### src/rtl/nn_pkg.sv
// rtl/nn_pkg.sv - shared constants and types for the dense-layer blocks
package nn_pkg;

  localparam int DW_DEFAULT = 32;
  localparam int FRAC_BITS  = 13;

  typedef enum logic {
    IDLE,
    STREAM
  } reader_state_t;

endpackage

### src/rtl/argmax_update.sv
// rtl/argmax_update.sv - one step of a running signed argmax (strict greater-than)
module argmax_update #(
  parameter int DW   = 32,
  parameter int IDXW = 4
) (
  input  logic [IDXW-1:0] cur_idx,
  input  logic [DW-1:0]   cur_val,
  input  logic [IDXW-1:0] best_idx,
  input  logic [DW-1:0]   best_val,
  input  logic            first,
  output logic [IDXW-1:0] nxt_best_idx,
  output logic [DW-1:0]   nxt_best_val
);

  logic take;

  // Strict compare keeps the lower index on ties.
  assign take         = first || ($signed(cur_val) > $signed(best_val));
  assign nxt_best_idx = take ? cur_idx : best_idx;
  assign nxt_best_val = take ? cur_val : best_val;

endmodule

### src/rtl/layer_output_reader.sv
// rtl/layer_output_reader.sv - snapshot a layer's node outputs, stream them, report argmax
module layer_output_reader
  import nn_pkg::*;
#(
  parameter int NUM_NODES = 10,
  parameter int DW        = DW_DEFAULT,
  parameter int IDXW      = 4
) (
  input  logic                    clk,
  input  logic                    reset,
  input  logic [NUM_NODES*DW-1:0] n_in,
  input  logic                    cap_req,
  output logic                    cap_busy,
  output logic                    overrun,
  output logic [DW-1:0]           out_data,
  output logic [IDXW-1:0]         out_idx,
  output logic                    out_valid,
  input  logic                    out_ready,
  output logic                    out_last,
  output logic [IDXW-1:0]         cls_idx,
  output logic [DW-1:0]           cls_val,
  output logic                    cls_valid
);

  localparam logic [IDXW-1:0] LAST_IDX = IDXW'(NUM_NODES - 1);

  reader_state_t   state, state_nxt;
  logic [IDXW-1:0] cnt;
  logic [DW-1:0]   nbuf [NUM_NODES];
  logic [IDXW-1:0] best_idx, nxt_best_idx;
  logic [DW-1:0]   best_val, nxt_best_val;
  logic [DW-1:0]   cur_val;
  logic            xfer, last_xfer, accept;

  assign out_valid = (state == STREAM);
  assign cur_val   = nbuf[cnt];
  assign xfer      = out_valid && out_ready;
  assign last_xfer = xfer && (cnt == LAST_IDX);
  assign cap_busy  = out_valid;
  assign out_data  = out_valid ? cur_val : '0;
  assign out_idx   = out_valid ? cnt : '0;
  assign out_last  = out_valid && (cnt == LAST_IDX);

  argmax_update #(
    .DW   (DW),
    .IDXW (IDXW)
  ) u_argmax (
    .cur_idx      (cnt),
    .cur_val      (cur_val),
    .best_idx     (best_idx),
    .best_val     (best_val),
    .first        (cnt == '0),
    .nxt_best_idx (nxt_best_idx),
    .nxt_best_val (nxt_best_val)
  );

  always_ff @(posedge clk or negedge reset) begin
    if (!reset) begin
      state <= IDLE;
    end else begin
      state <= state_nxt;
    end
  end

  // A capture lands only when idle or exactly on the final handshake.
  always_comb begin
    state_nxt = state;
    accept    = 1'b0;
    case (state)
      IDLE: begin
        if (cap_req) begin
          accept    = 1'b1;
          state_nxt = STREAM;
        end
      end
      STREAM: begin
        if (last_xfer) begin
          if (cap_req) begin
            accept = 1'b1;
          end else begin
            state_nxt = IDLE;
          end
        end
      end
      default: state_nxt = IDLE;
    endcase
  end

  always_ff @(posedge clk or negedge reset) begin
    if (!reset) begin
      cnt       <= '0;
      best_idx  <= '0;
      best_val  <= '0;
      overrun   <= 1'b0;
      cls_idx   <= '0;
      cls_val   <= '0;
      cls_valid <= 1'b0;
      for (int k = 0; k < NUM_NODES; k++) begin
        nbuf[k] <= '0;
      end
    end else begin
      overrun   <= cap_req && !accept;
      cls_valid <= last_xfer;
      if (accept) begin
        for (int k = 0; k < NUM_NODES; k++) begin
          nbuf[k] <= n_in[k*DW +: DW];
        end
      end
      if (accept || last_xfer) begin
        cnt <= '0;
      end else if (xfer) begin
        cnt <= cnt + 1'b1;
      end
      if (xfer) begin
        best_idx <= nxt_best_idx;
        best_val <= nxt_best_val;
      end
      // Result includes the final beat, so take it straight from the update.
      if (last_xfer) begin
        cls_idx <= nxt_best_idx;
        cls_val <= nxt_best_val;
      end
    end
  end

endmodule
### config.mk
export PLATFORM = sky130hd
export DESIGN_NAME = layer_output_reader
export DESIGN_NICKNAME = d
export VERILOG_FILES = /design/src/rtl/nn_pkg.sv /design/src/rtl/argmax_update.sv /design/src/rtl/layer_output_reader.sv
export SDC_FILE = /design/constraint.sdc
export NUM_CORES = 1
export LEC_CHECK = 0
export BUFFER_PORTS_ARGS = -buffer_cell sky130_fd_sc_hd__buf_2
export CELL_PAD_IN_SITES_DETAIL_PLACEMENT = 0
export CELL_PAD_IN_SITES_GLOBAL_PLACEMENT = 1
export CORE_UTILIZATION = 45
export DETAILED_ROUTE_END_ITERATION = 10
export PLACE_DENSITY_LB_ADDON = 0.1
export SLEW_MARGIN = 30
export SYNTH_ARGS = -nofsm -noshare
export SYNTH_HDL_FRONTEND = slang
export SYNTH_SLANG_ARGS = --single-unit
### constraint.sdc
create_clock -name clk -period 10.3 [get_ports clk]
set_input_delay 2.575 -clock clk [delete_from_list [all_inputs] [get_ports clk]]
set_output_delay 2.575 -clock clk [all_outputs]
set_load 0.01 [all_outputs]
==> metrics.txt, run 1 <==
delay of the slowest critical-path stage 0.79 ns; Slew headroom ~44%; largest net degree at the start of global routing between 150 and 200; drt first pass iters 5; startpoint types flop; CTS max path bufs 3; WL/cell ~23 µm; starting density of the core between 40% and 50%; all-layer global routing usage 24.5%; family with the most delay on the worst path multiplexers; post-synthesis xor/xnor area fraction less than 1%; Avg Vias per Cell around 5.5; Routed Antenna Nets 0; vias in the first global route 13100; Synth Cell Area 19000 µm²; fillcell total approximately 3500; later-pin clock latency in the skew report roughly 0.57 ns; Slew Limit Fails 0; hold buffers post-CTS 0; final period utilization between 60% and 70%; PostCTS Resize Cnt 0; placed cells approximately 2200; core area between 40000 and 50000 µm²; worst path arrival time 3.70 ns; Main synth FF type dfrtp_1; Clock transition at path regs around 0.060 ns; Placer Congestion approximately 0.82; Hold Slack 0.499 ns; Crit path required time 7.73 ns; Worst path slowest cell dfrtp_4; synthesis-to-finish area growth 20.6%; Final Non-Filler Cells between 2000 and 2500; root buf cell clkbuf_16; total grt overflow 0; post-synthesis cell type count 50; CTS sink cnt 399; Cell Chain, Critical Path buf_12 -> mux4_2 -> mux2i_1 -> o22ai_1 -> and2_1 -> buf_2; Port Buffers 400; Post-route DRC 0; Lkg Pwr about 0.011 µW; worst path bufs/invs 2; vias about 12000; Post-Syn Nets ~1700; die span in y between 200 and 250 µm; Post-DP Area 21300 µm²; compound-gate portion of the synthesized area approximately 5.4%; unrepaired setup endpoints after global routing false; Die Span X 207 µm; CTS tree built; Final Hold Viols 0; power per cell area 358 nW/µm²; I/O pin cnt about 400; initial antenna violation count 31; Tightest Hold Check Type reg2reg; DRT Wirelength about 52000 µm; outcome completed; H-tree depth 2; FF+latch count, synth roughly 400; syn_area_per_cell between 10 and 15 µm²; sequential area share after synthesis ~53%; Synth area leaders dfrtp_1, mux2_2, mux4_2; Setup Buffers After CTS 0; Final nets approximately 2000; total CTS buffers 44; Worst-Margin Slew approximately 0.85 ns; Layout Skew about 0.019 ns; crit path kind reg2out; fmax 0.159 GHz; simple-gate share of the synthesized area approximately 3.2%; Synth Instances roughly 1300; Layout Utilization 55.5%; # setup viols final 0; post-detail-place hpwl between 30000 and 40000 µm; CP Max Fanout just under 80; mux contribution to synthesized area 32.6%; # rows 74; Yosys warnings 0; Yosys top cell area share between 50% and 60%; Post-synth EDFFs 0; Post-Synth Adder-Cell Area under 10%; Synth area leader dfrtp_1; worst reg-to-reg setup slack roughly 4.6 ns; Max VDD drop ~0.00025 V; Post-synth ARST share between 90% and 100%; Setup crit end kind primary output; largest family of logic cells by synthesized area multiplexers; max_cap viols 0; initial drt markers slightly below 800; final non-filler cell area around 23000 µm²; setup tns final 0 ns; area of the die between 40000 and 50000 µm²; layout cells sized above 1 a little over half; post-layout min period around 6.3 ns; wire length of the first global-routing pass between 70000 and 80000 µm
## path summary, 6_finish.rpt
path	from	end	cells after the start
worst max-delay path	cnt[0]	out_data[1]	6
worst min-delay path	cls_idx[2]	cls_idx[2]	2
worst max register to register	cnt[0]	best_val[4]	12
worst min register to register	cls_idx[2]	cls_idx[2]	2
max in group asynchronous	reset	nbuf[73]	3
min in group asynchronous	reset	cls_valid	1
## per-stage QoR
stage	setup slack (ns)	total power [µW]
floorplan	5.85	5400
finish	4.03	8170
CTS	4.00	8240
detailed placement	4.60	6630
global route	3.80	8710
global placement	4.65	6530
## sequential cells by signal, summed over array words and instances (netlist names)
register / count
nbuf: 320
best_val: 32
overrun: 1
best_idx: 4
cls_idx: 4
cls_valid: 1
cnt: 4
cls_val: 32
cap_busy: 1
## worst register-to-register path, stage by stage (launching register included)
cell and delay, ns:
dfrtp_4 0.79, buf_12 0.54, mux4_2 0.71, mux2i_1 0.38
o22ai_1 0.27, ha_1 0.38, nand4_1 0.23, nor2_1 0.07
a221oi_1 0.63, a31o_1 0.33, a31o_2 0.27, buf_4 0.54
mux2_2 0.41
## synthesized netlist by cell type, types with 16 or more instances
master     instances
ha_1              35
buf_4             35
o22ai_1           31
mux2_4            27
mux2i_1           66
and2_1            36
clkbuf_1          40
inv_1             36
mux4_2            64
o311ai_0          32
mux2_2           326
o2111ai_1         33
nand2_1           50
buf_2             16
dfrtp_1          399
## power by group
part,total (µW),internal (µW),switching [µW]
Sequential,2770,2320,451
Clock,1590,952,640
Combinational,3810,1870,1940
Total,8170,5140,3030
## cell families after synthesis
family                     Yosys count
xor gates and xnor gates             3
DFF                                399
AOI/OAI and AO/OA                  133
muxes                              483
adders and majority gates           35
and+or+nand+nor                    118
buffers and inverters              136
## per-layer routing
metal  wire length, µm  part of all wire [%]  track usage (%)
met2             23900                    46             37.0
met5               140                  0.27                0
met1             23300                    45             34.0
met4              1420                   2.7             9.96
met3              3110                   6.0             5.79
## cell usage in the layout, fill, tap and decap left out, types with 32 or more instances in the layout
cell	synthesis	layout
and2_1	36	36
buf_2	16	399
clkbuf_16	0	45
dfrtp_1	399	396
ha_1	35	35
inv_1	36	36
mux2_2	326	326
mux2i_1	66	66
mux4_2	64	64
nand2_1	50	49
o2111ai_1	33	33
o311ai_0	32	32
## area by class of cell
type | instances | area (µm²) | share of cell area, %
sequential | 399 | 9990 | 43.7
multi-input combinational | 772 | 8300 | 36.3
timing repair buffer | 420 | 2260 | 9.87
clock buffer | 66 | 1320 | 5.75
tap | 532 | 666 | 2.91
inverter | 37 | 139 | 0.608
clock inverter | 11 | 133 | 0.580
antenna | 22 | 55.1 | 0.241
Note: power is estimated with default switching activity, not from simulation.
==> inputs of run 2 (changes only) <==
--- a/config.mk
+++ b/config.mk
@@ -5,10 +5,11 @@
 export SDC_FILE = /design/constraint.sdc
 export NUM_CORES = 1
 export LEC_CHECK = 0
+export ABC_AREA = 1
 export BUFFER_PORTS_ARGS = -buffer_cell sky130_fd_sc_hd__buf_2
 export CELL_PAD_IN_SITES_DETAIL_PLACEMENT = 0
 export CELL_PAD_IN_SITES_GLOBAL_PLACEMENT = 1
-export CORE_UTILIZATION = 45
+export CORE_UTILIZATION = 40
 export DETAILED_ROUTE_END_ITERATION = 10
 export PLACE_DENSITY_LB_ADDON = 0.1
 export SLEW_MARGIN = 30
==> constraint.sdc (replaced) <==
create_clock -name clk -period 6.4 [get_ports clk]
set_input_delay 1.6 -clock clk [delete_from_list [all_inputs] [get_ports clk]]
set_output_delay 1.6 -clock clk [all_outputs]
set_load 0.01 [all_outputs]
==> run 2 against run 1 <==
Die area grew 18%. Synthesized area grew 5.1%. Largest power group unchanged. Register-to-register slack lost 3.5 ns. Count of clock-buffer cells in the layout grew 7. Clock power grew 65%. Via count grew 44%. Largest cell class unchanged. Critical path depth grew 4. Critical path type unchanged. Highest routed layer unchanged. Flip-flop and latch count is the same.
==> metrics.txt, run 2 <==
initial antenna violation count 6 (-81%); Placer Congestion 0.880 (+7.1%); Tightest Hold Check Type reg2reg; Final nets 3257 (+60%); post-synthesis cell type count 33 (-34%); Final Hold Viols 0 (unchanged); Slew headroom 36.9% (-6.6 points); Avg Vias per Cell 4.98 (-9.4%); largest net degree at the start of global routing 198 (+3.1%); initial drt markers 1542 (+97%); WHS Endpoint nbuf[297]; outcome completed; Yosys warnings 0 (unchanged); vias 17900 (+44%); wire length of the first global-routing pass 105000 µm (+31%); Crit path required time 4.80 ns (-2.93 ns); Final Power 14900 µW (+82%); I/O pin cnt 401 (unchanged); Post-DP Area 22200 µm² (+4.1%); Port Buffers 400 (unchanged); max reg flops 320 (unchanged); H-tree depth 2 (unchanged); area of the die 50700 µm² (+18%); Setup crit end kind primary output; startpoint types flop; Layout Skew 0.0189 ns (+0.000313 ns); Routed Antenna Nets 0 (unchanged); combinational fraction of design power 52.7% (+6.0 points); CTS tree built; WL/cell 19.3 µm (-16%); # rows 81 (+9.5%); most frequent cells in the layout nand2_1, buf_2, dfrtp_1, inv_1, o21ai_0; power per cell area 628 nW/µm² (+76%); CTS sink cnt 399 (unchanged); Die Span X 225 µm (+8.6%); FF+latch count, synth 399 (unchanged); unrepaired setup endpoints after global routing false; post-detail-place hpwl 48300 µm (+33%); Worst path slowest cell clkinv_2; Largest Register nbuf; root buf cell clkbuf_16; R2R depth 19 (+7); later-pin clock latency in the skew report 0.59 ns (+0.02 ns); Worst path most repeated cell o21ai_1; Post-route DRC 0 (unchanged); CP Max Fanout 44 (-44%); setup tns final 0 ns (unchanged); r2r endpoint cls_idx[3]; Synth Cell Area 19900 µm² (+5.1%); total CTS buffers 46 (+4.5%); starting density of the core 40.6% (-5.4 points); final period utilization 83.8%; Clock Power Share 17.6% (-1.9 points); Main synth FF type dfrtp_1; sequential area share after synthesis 50.1% (-2.5 points); hold buffers post-CTS 0 (unchanged); all-layer global routing usage 27.5% (+3.1 points); Synth area leader dfrtp_1; R2R Path Start cnt[1]; post-layout min period 5.36 ns; drt first pass iters 5 (unchanged); vias in the first global route 17600 (+35%); worst path arrival time 3.76 ns (+0.06 ns); Worst-Margin Slew 0.943 ns (+0.0960 ns); PostCTS Resize Cnt 0 (unchanged); Post-synth EDFFs 0 (unchanged); Hold Startpoint nbuf[297]; Yosys top cell area share 50.1% (-2.5 points); Post-Syn Nets 2947 (+77%); total grt overflow 0 (unchanged); Clock transition at path regs 0.06 ns (about the same); switching share of total power 47.2% (+10 points); Cell Chain, Critical Path clkinv_2 -> buf_4 -> o21ai_1 -> a21oi_1 -> o21ai_1 -> and3_1 -> inv_2 -> nand2_1 -> inv_1 -> buf_2; cell with the most instances after synthesis nand2_1; sequential power share 29.7% (-4.2 points); Setup Buffers After CTS 0 (unchanged); Worst Hold Depth 2 (unchanged); Post-synth ARST share 100% (unchanged); synth cell count leaders nand2_1, dfrtp_1, inv_1; Slew Limit Fails 0 (unchanged); fmax roughly 0.19 GHz; NetSw 7030 µW (+130%); die span in y 225 µm (+8.6%); Cell Int Power 7850 µW (+53%); largest registers nbuf: 320 flops, best_val: 32 flops, cls_val: 32 flops; layout cells sized above 1 19.5% (-34 points); worst reg-to-reg setup slack 1.14 ns (-3.50 ns); most common cell after layout, fill and taps aside nand2_1; max_cap viols 0 (unchanged); Synth Instances 2588 (+98%); syn_area_per_cell 7.69 µm² (-47%); core area 49100 µm² (+19%); Synth area leaders dfrtp_1, nand2_1, o21ai_0; Max VDD drop 0.000788 V (+210%); delay of the slowest critical-path stage 0.66 ns (-0.13 ns); # setup viols final 0 (unchanged); final non-filler cell area 23700 µm² (+3.7%); CTS max path bufs 3 (unchanged); Lkg Pwr 0.0128 µW (+21%); synthesis-to-finish area growth 19.0%; crit path kind reg2out; DRT Wirelength 69400 µm (+34%)
==> run 2: changes by cell type after synthesis, moves of 128 or more <==
cell	delta
nand2_1	+948
mux2_2	-326
inv_1	+219
o21ai_0	+216
o21ai_1	+133
a21oi_1	+128
==> run 2: worst max-delay path by stage <==
stage / to / start / cells past startpoint / slack (ns)
global route: best_val[2] / cnt[1] / 19 / 0.79
detailed placement: cls_idx[3] / cnt[1] / 21 / 1.32
global placement: cls_val[2] / cnt[0] / 21 / 1.35
CTS: out_data[12] / cnt[1] / 10 / 1.19
floorplan: out_data[23] / cnt[2] / 8 / 3.26
finish: out_data[12] / cnt[1] / 10 / 1.04
==> run 2: routing by layer <==
| metal | share of wire, % | up-vias | track usage (%) | routed length [µm] |
|---|---|---|---|---|
| met2 | 45 | 553 | 42.4 | 31300 |
| li1 | - | 8732 | - | - |
| met4 | 2.6 | 6 | 8.36 | 1810 |
| met1 | 46 | 8531 | 39.2 | 31800 |
| met3 | 6.5 | 90 | 5.33 | 4490 |
| met5 | 0.052 | - | 0 | 36 |
==> run 2: cells by family (layout without fill, tap and decap cells) <==
family                     Yosys count  in the layout  share of synthesized area, %
xor gates and xnor gates             2              2                        0.0880
buffers and inverters              450            795                          9.68
DFF                                399            399                          50.1
AOI/OAI and AO/OA                  497            497                          12.6
other                                0              2                             0
adders and majority gates           35             35                          2.20
and+or+nand+nor                   1205           1205                          25.3
==> run 2: stage by stage <==
| step | util (%) | instances | setup slack (ns) | hold slack (ns) |
|---|---|---|---|---|
| 4_1_cts | 48.2 | 3596 | 1.19 | 0.476 |
| 3_3_place_gp | 45.2 | 3513 | 1.35 | 0.457 |
| 2_1_floorplan | - | 2588 | 3.26 | 0.444 |
| 5_1_grt | 48.3 | 3599 | 0.795 | 0.489 |
| 6_report | 48.3 | 3599 | 1.04 | 0.472 |
| 3_5_place_dp | 45.2 | 3513 | 1.32 | 0.460 |
==> run 2: power by group through the flow <==
stage	registers (µW)	clock network, µW	logic [µW]
global placement	4430	0	7720
floorplan	4290	0	5630
CTS	4420	2680	7870
global route	4570	2780	8790
finish	4420	2620	7840
detailed placement	4450	0	7830
==> run 2: layout make-up <==
type | count | area, µm²
clock buffers | 73 | 1360
flip-flops and latches | 399 | 9990
fillers | 5126 | 25400
clock inverters | 10 | 123
diodes | 2 | 5.00
repair buffers | 422 | 2250
multi-input cells | 1739 | 8030
well taps | 664 | 831
inverters | 290 | 1100
==> run 2: critical path, delay by kind of cell (launching register included) <==
| family | cells | cell delay, ns |
|---|---|---|
| flip-flops | 1 | 0.47 |
| AO/OA/AOI/OAI | 3 | 0.85 |
| AND/OR/NAND/NOR | 2 | 0.41 |
| buffers and inverters | 5 | 1.44 |
==> inputs of run 3 (changes only) <==
--- a/config.mk
+++ b/config.mk
@@ -5,11 +5,11 @@
 export SDC_FILE = /design/constraint.sdc
 export NUM_CORES = 1
 export LEC_CHECK = 0
-export ABC_AREA = 1
+export ABC_AREA = 0
 export BUFFER_PORTS_ARGS = -buffer_cell sky130_fd_sc_hd__buf_2
 export CELL_PAD_IN_SITES_DETAIL_PLACEMENT = 0
 export CELL_PAD_IN_SITES_GLOBAL_PLACEMENT = 1
-export CORE_UTILIZATION = 40
+export CORE_UTILIZATION = 41
 export DETAILED_ROUTE_END_ITERATION = 10
 export PLACE_DENSITY_LB_ADDON = 0.1
 export SLEW_MARGIN = 30
==> constraint.sdc (replaced) <==
create_clock -name clk -period 4.7 [get_ports clk]
set_input_delay 1.175 -clock clk [delete_from_list [all_inputs] [get_ports clk]]
set_output_delay 1.175 -clock clk [all_outputs]
set_load 0.01 [all_outputs]
==> run 3 against run 2 <==
Register-to-register slack worse by 0.79 ns. Sequential power grew 35%. Combinational power increased by 14%. Worst hold slack improved by 0.015 ns. Count of clock-buffer cells in the layout is 6 lower.
==> metrics.txt, run 3 (synthesis results as in run 1) <==
initial antenna violation count 23 (+17); Routed Antenna Nets 0 (unchanged); worst path arrival time 4.81 ns (+1.05 ns); unrepaired setup endpoints after global routing false; grt met1 use 32.8% (-6.4 points); post-layout min period 4.35 ns; Placer Congestion 0.810 (-7.9%); initial drt markers 766 (-50%); Worst Hold Depth 2 (unchanged); CP Max Fanout 17 (-61%); outcome completed; synthesis-to-finish area growth 23.4%; # rows 78 (-3.7%); Final nets 2067 (-37%); vias in the first global route 13200 (-25%); Worst path slowest cell dfrtp_4; Setup crit end kind flop; Lkg Pwr 0.0108 µW (-15%); R2R depth 13 (-6); Clock transition at path regs 0.06 ns (about the same); I/O pin cnt 401 (unchanged); most used routing layer met2; power per cell area 801 nW/µm² (+28%); root buf cell clkbuf_16; setup tns final 0 ns (unchanged); Worst path most repeated cell buf_12; Largest Register nbuf; # setup viols final 0 (unchanged); GR met2 Demand/Resource 35.6% (-6.8 points); Crit path required time 5.16 ns (+0.36 ns); Port Buffers 400 (unchanged); Avg Vias per Cell 5.39 (+8.4%); most frequent cells in the layout buf_2, dfrtp_1, mux2_2, mux2i_1, mux4_2; later-pin clock latency in the skew report 0.60 ns (about the same); most common cell after layout, fill and taps aside buf_2; Die Span X 217 µm (-3.6%); family with the most delay on the worst path multiplexers; total grt overflow 0 (unchanged); crit path kind reg2reg; startpoint types flop; DRT Wirelength 54300 µm (-22%); Layout Skew 0.0258 ns (+0.00700 ns); all-layer global routing usage 23.4% (-4.1 points); max_cap viols 0 (unchanged); Slew headroom 46.7% (+9.8 points); worst path bufs/invs 3 (-2); layout cells sized above 1 55.0% (+35 points); Final Hold Viols 0 (unchanged); largest registers nbuf: 320 flops, best_val: 32 flops, cls_val: 32 flops; delay of the slowest critical-path stage 0.53 ns (-0.13 ns); largest net degree at the start of global routing 147 (-26%); H-tree depth 2 (unchanged); wire length of the first global-routing pass 82700 µm (-21%); final period utilization 92.6%; Tightest Hold Check Type reg2reg; post-detail-place hpwl 39200 µm (-19%); CTS max path bufs 3 (unchanged); CTS tree built; starting density of the core 41.7% (+1.1 points); Worst-Margin Slew 0.799 ns (-0.143 ns); total CTS buffers 47 (+2.2%); Max VDD drop 0.000760 V (-3.5%); max reg flops 320 (unchanged); Hold Slack 0.487 ns (+0.0154 ns); Final Power 18700 µW (+26%); Final Non-Filler Cells 2353 (-35%); Cell Chain, Critical Path buf_12 -> buf_4 -> mux4_2 -> mux2i_1 -> o22ai_1 -> ha_1 -> nand4_1 -> nor4_2 -> o41ai_1 -> a31o_1 -> a31o_4 -> buf_12 -> mux2_4; Post-route DRC 0 (unchanged); area of the die 47100 µm² (-7.1%); Crit path depth 13 (+3); placed cells 2250 (-36%); met3 track demand over resource 6.21% (+0.87 points); drt first pass iters 5 (unchanged); CTS sink cnt 399 (unchanged); WL/cell 23.1 µm (+20%); die span in y 217 µm (-3.6%); Slew Limit Fails 0 (unchanged); core area 45500 µm² (-7.3%); vias 12700 (-29%); fmax 0.230 GHz
## run 3: changes by cell type in the layout (fill, tap and decap cells not counted), sizes merged, moves of 31 or more
| cell | before | now |
|---|---|---|
| o2111ai | 0 | 33 |
| o21ai | 353 | 4 |
| o311ai | 0 | 32 |
| inv | 291 | 38 |
| nand3 | 115 | 4 |
| mux2i | 0 | 66 |
| mux2 | 0 | 353 |
| nand2 | 1033 | 50 |
| mux4 | 0 | 64 |
| and2 | 0 | 36 |
| a21oi | 139 | 10 |
| o22ai | 0 | 31 |
## run 3: routing by layer
| layer | up-vias | share of wire, % |
|---|---|---|
| met5 | - | 0.27 |
| met4 | 24 | 1.9 |
| li1 | 5721 | - |
| met3 | 82 | 6.4 |
| met2 | 321 | 46 |
| met1 | 6545 | 45 |
## run 3: through the flow
step	worst slack, ns	area (µm²)	util (%)
after floorplan	0.961	19000	-
after global placement	0.158	21600	47.6
after detailed placement	0.101	21600	47.6
after CTS	0.0828	23300	51.2
after global routing	0.0852	23400	51.4
final	0.347	23400	51.4
## run 3: path summary, 6_finish.rpt
kind	from	to	slack (ns)
worst min-delay path	cls_idx[2]	cls_idx[2]	0.49
worst max-delay path	cnt[0]	best_val[24]	0.35
min in group asynchronous	reset	nbuf[30]	0.51
worst max register to register	cnt[0]	best_val[24]	0.35
worst min register to register	cls_idx[2]	cls_idx[2]	0.49
max in group asynchronous	reset	cnt[0]	3.02
## run 3: final cells by class
cell class                      count  area, µm²
Antenna cell                       10       25.0
Clock buffer                       67       1400
Clock inverter                     17        229
Fill cell                        4014      22100
Inverter                           37        139
Multi-Input combinational cell    772       8310
Sequential cell                   399       9990
Tap cell                          600        751
Timing Repair Buffer              451       2530
## run 3: repair_timing
| item | CTS | global route |
|---|---|---|
| hold buffers | 0 | 0 |
| resized for setup | 0 | 2 |
| setup buffers | 0 | 9 |
| endpoints found under the setup margin | 0 | 35 |
## run 3: power by group
group / switching (µW) / internal [µW]
registers: 870 / 5080
clock network: 1480 / 2350
logic: 4580 / 4380
## run 3: worst register-to-register path, cell delays in order, from the launching register on
cell and delay [ns]:
dfrtp_4 0.53, buf_12 0.22, buf_4 0.30, mux4_2 0.53
mux2i_1 0.31, o22ai_1 0.23, ha_1 0.35, nand4_1 0.16
nor4_2 0.36, o41ai_1 0.13, a31o_1 0.27, a31o_4 0.33
buf_12 0.18, mux2_4 0.31
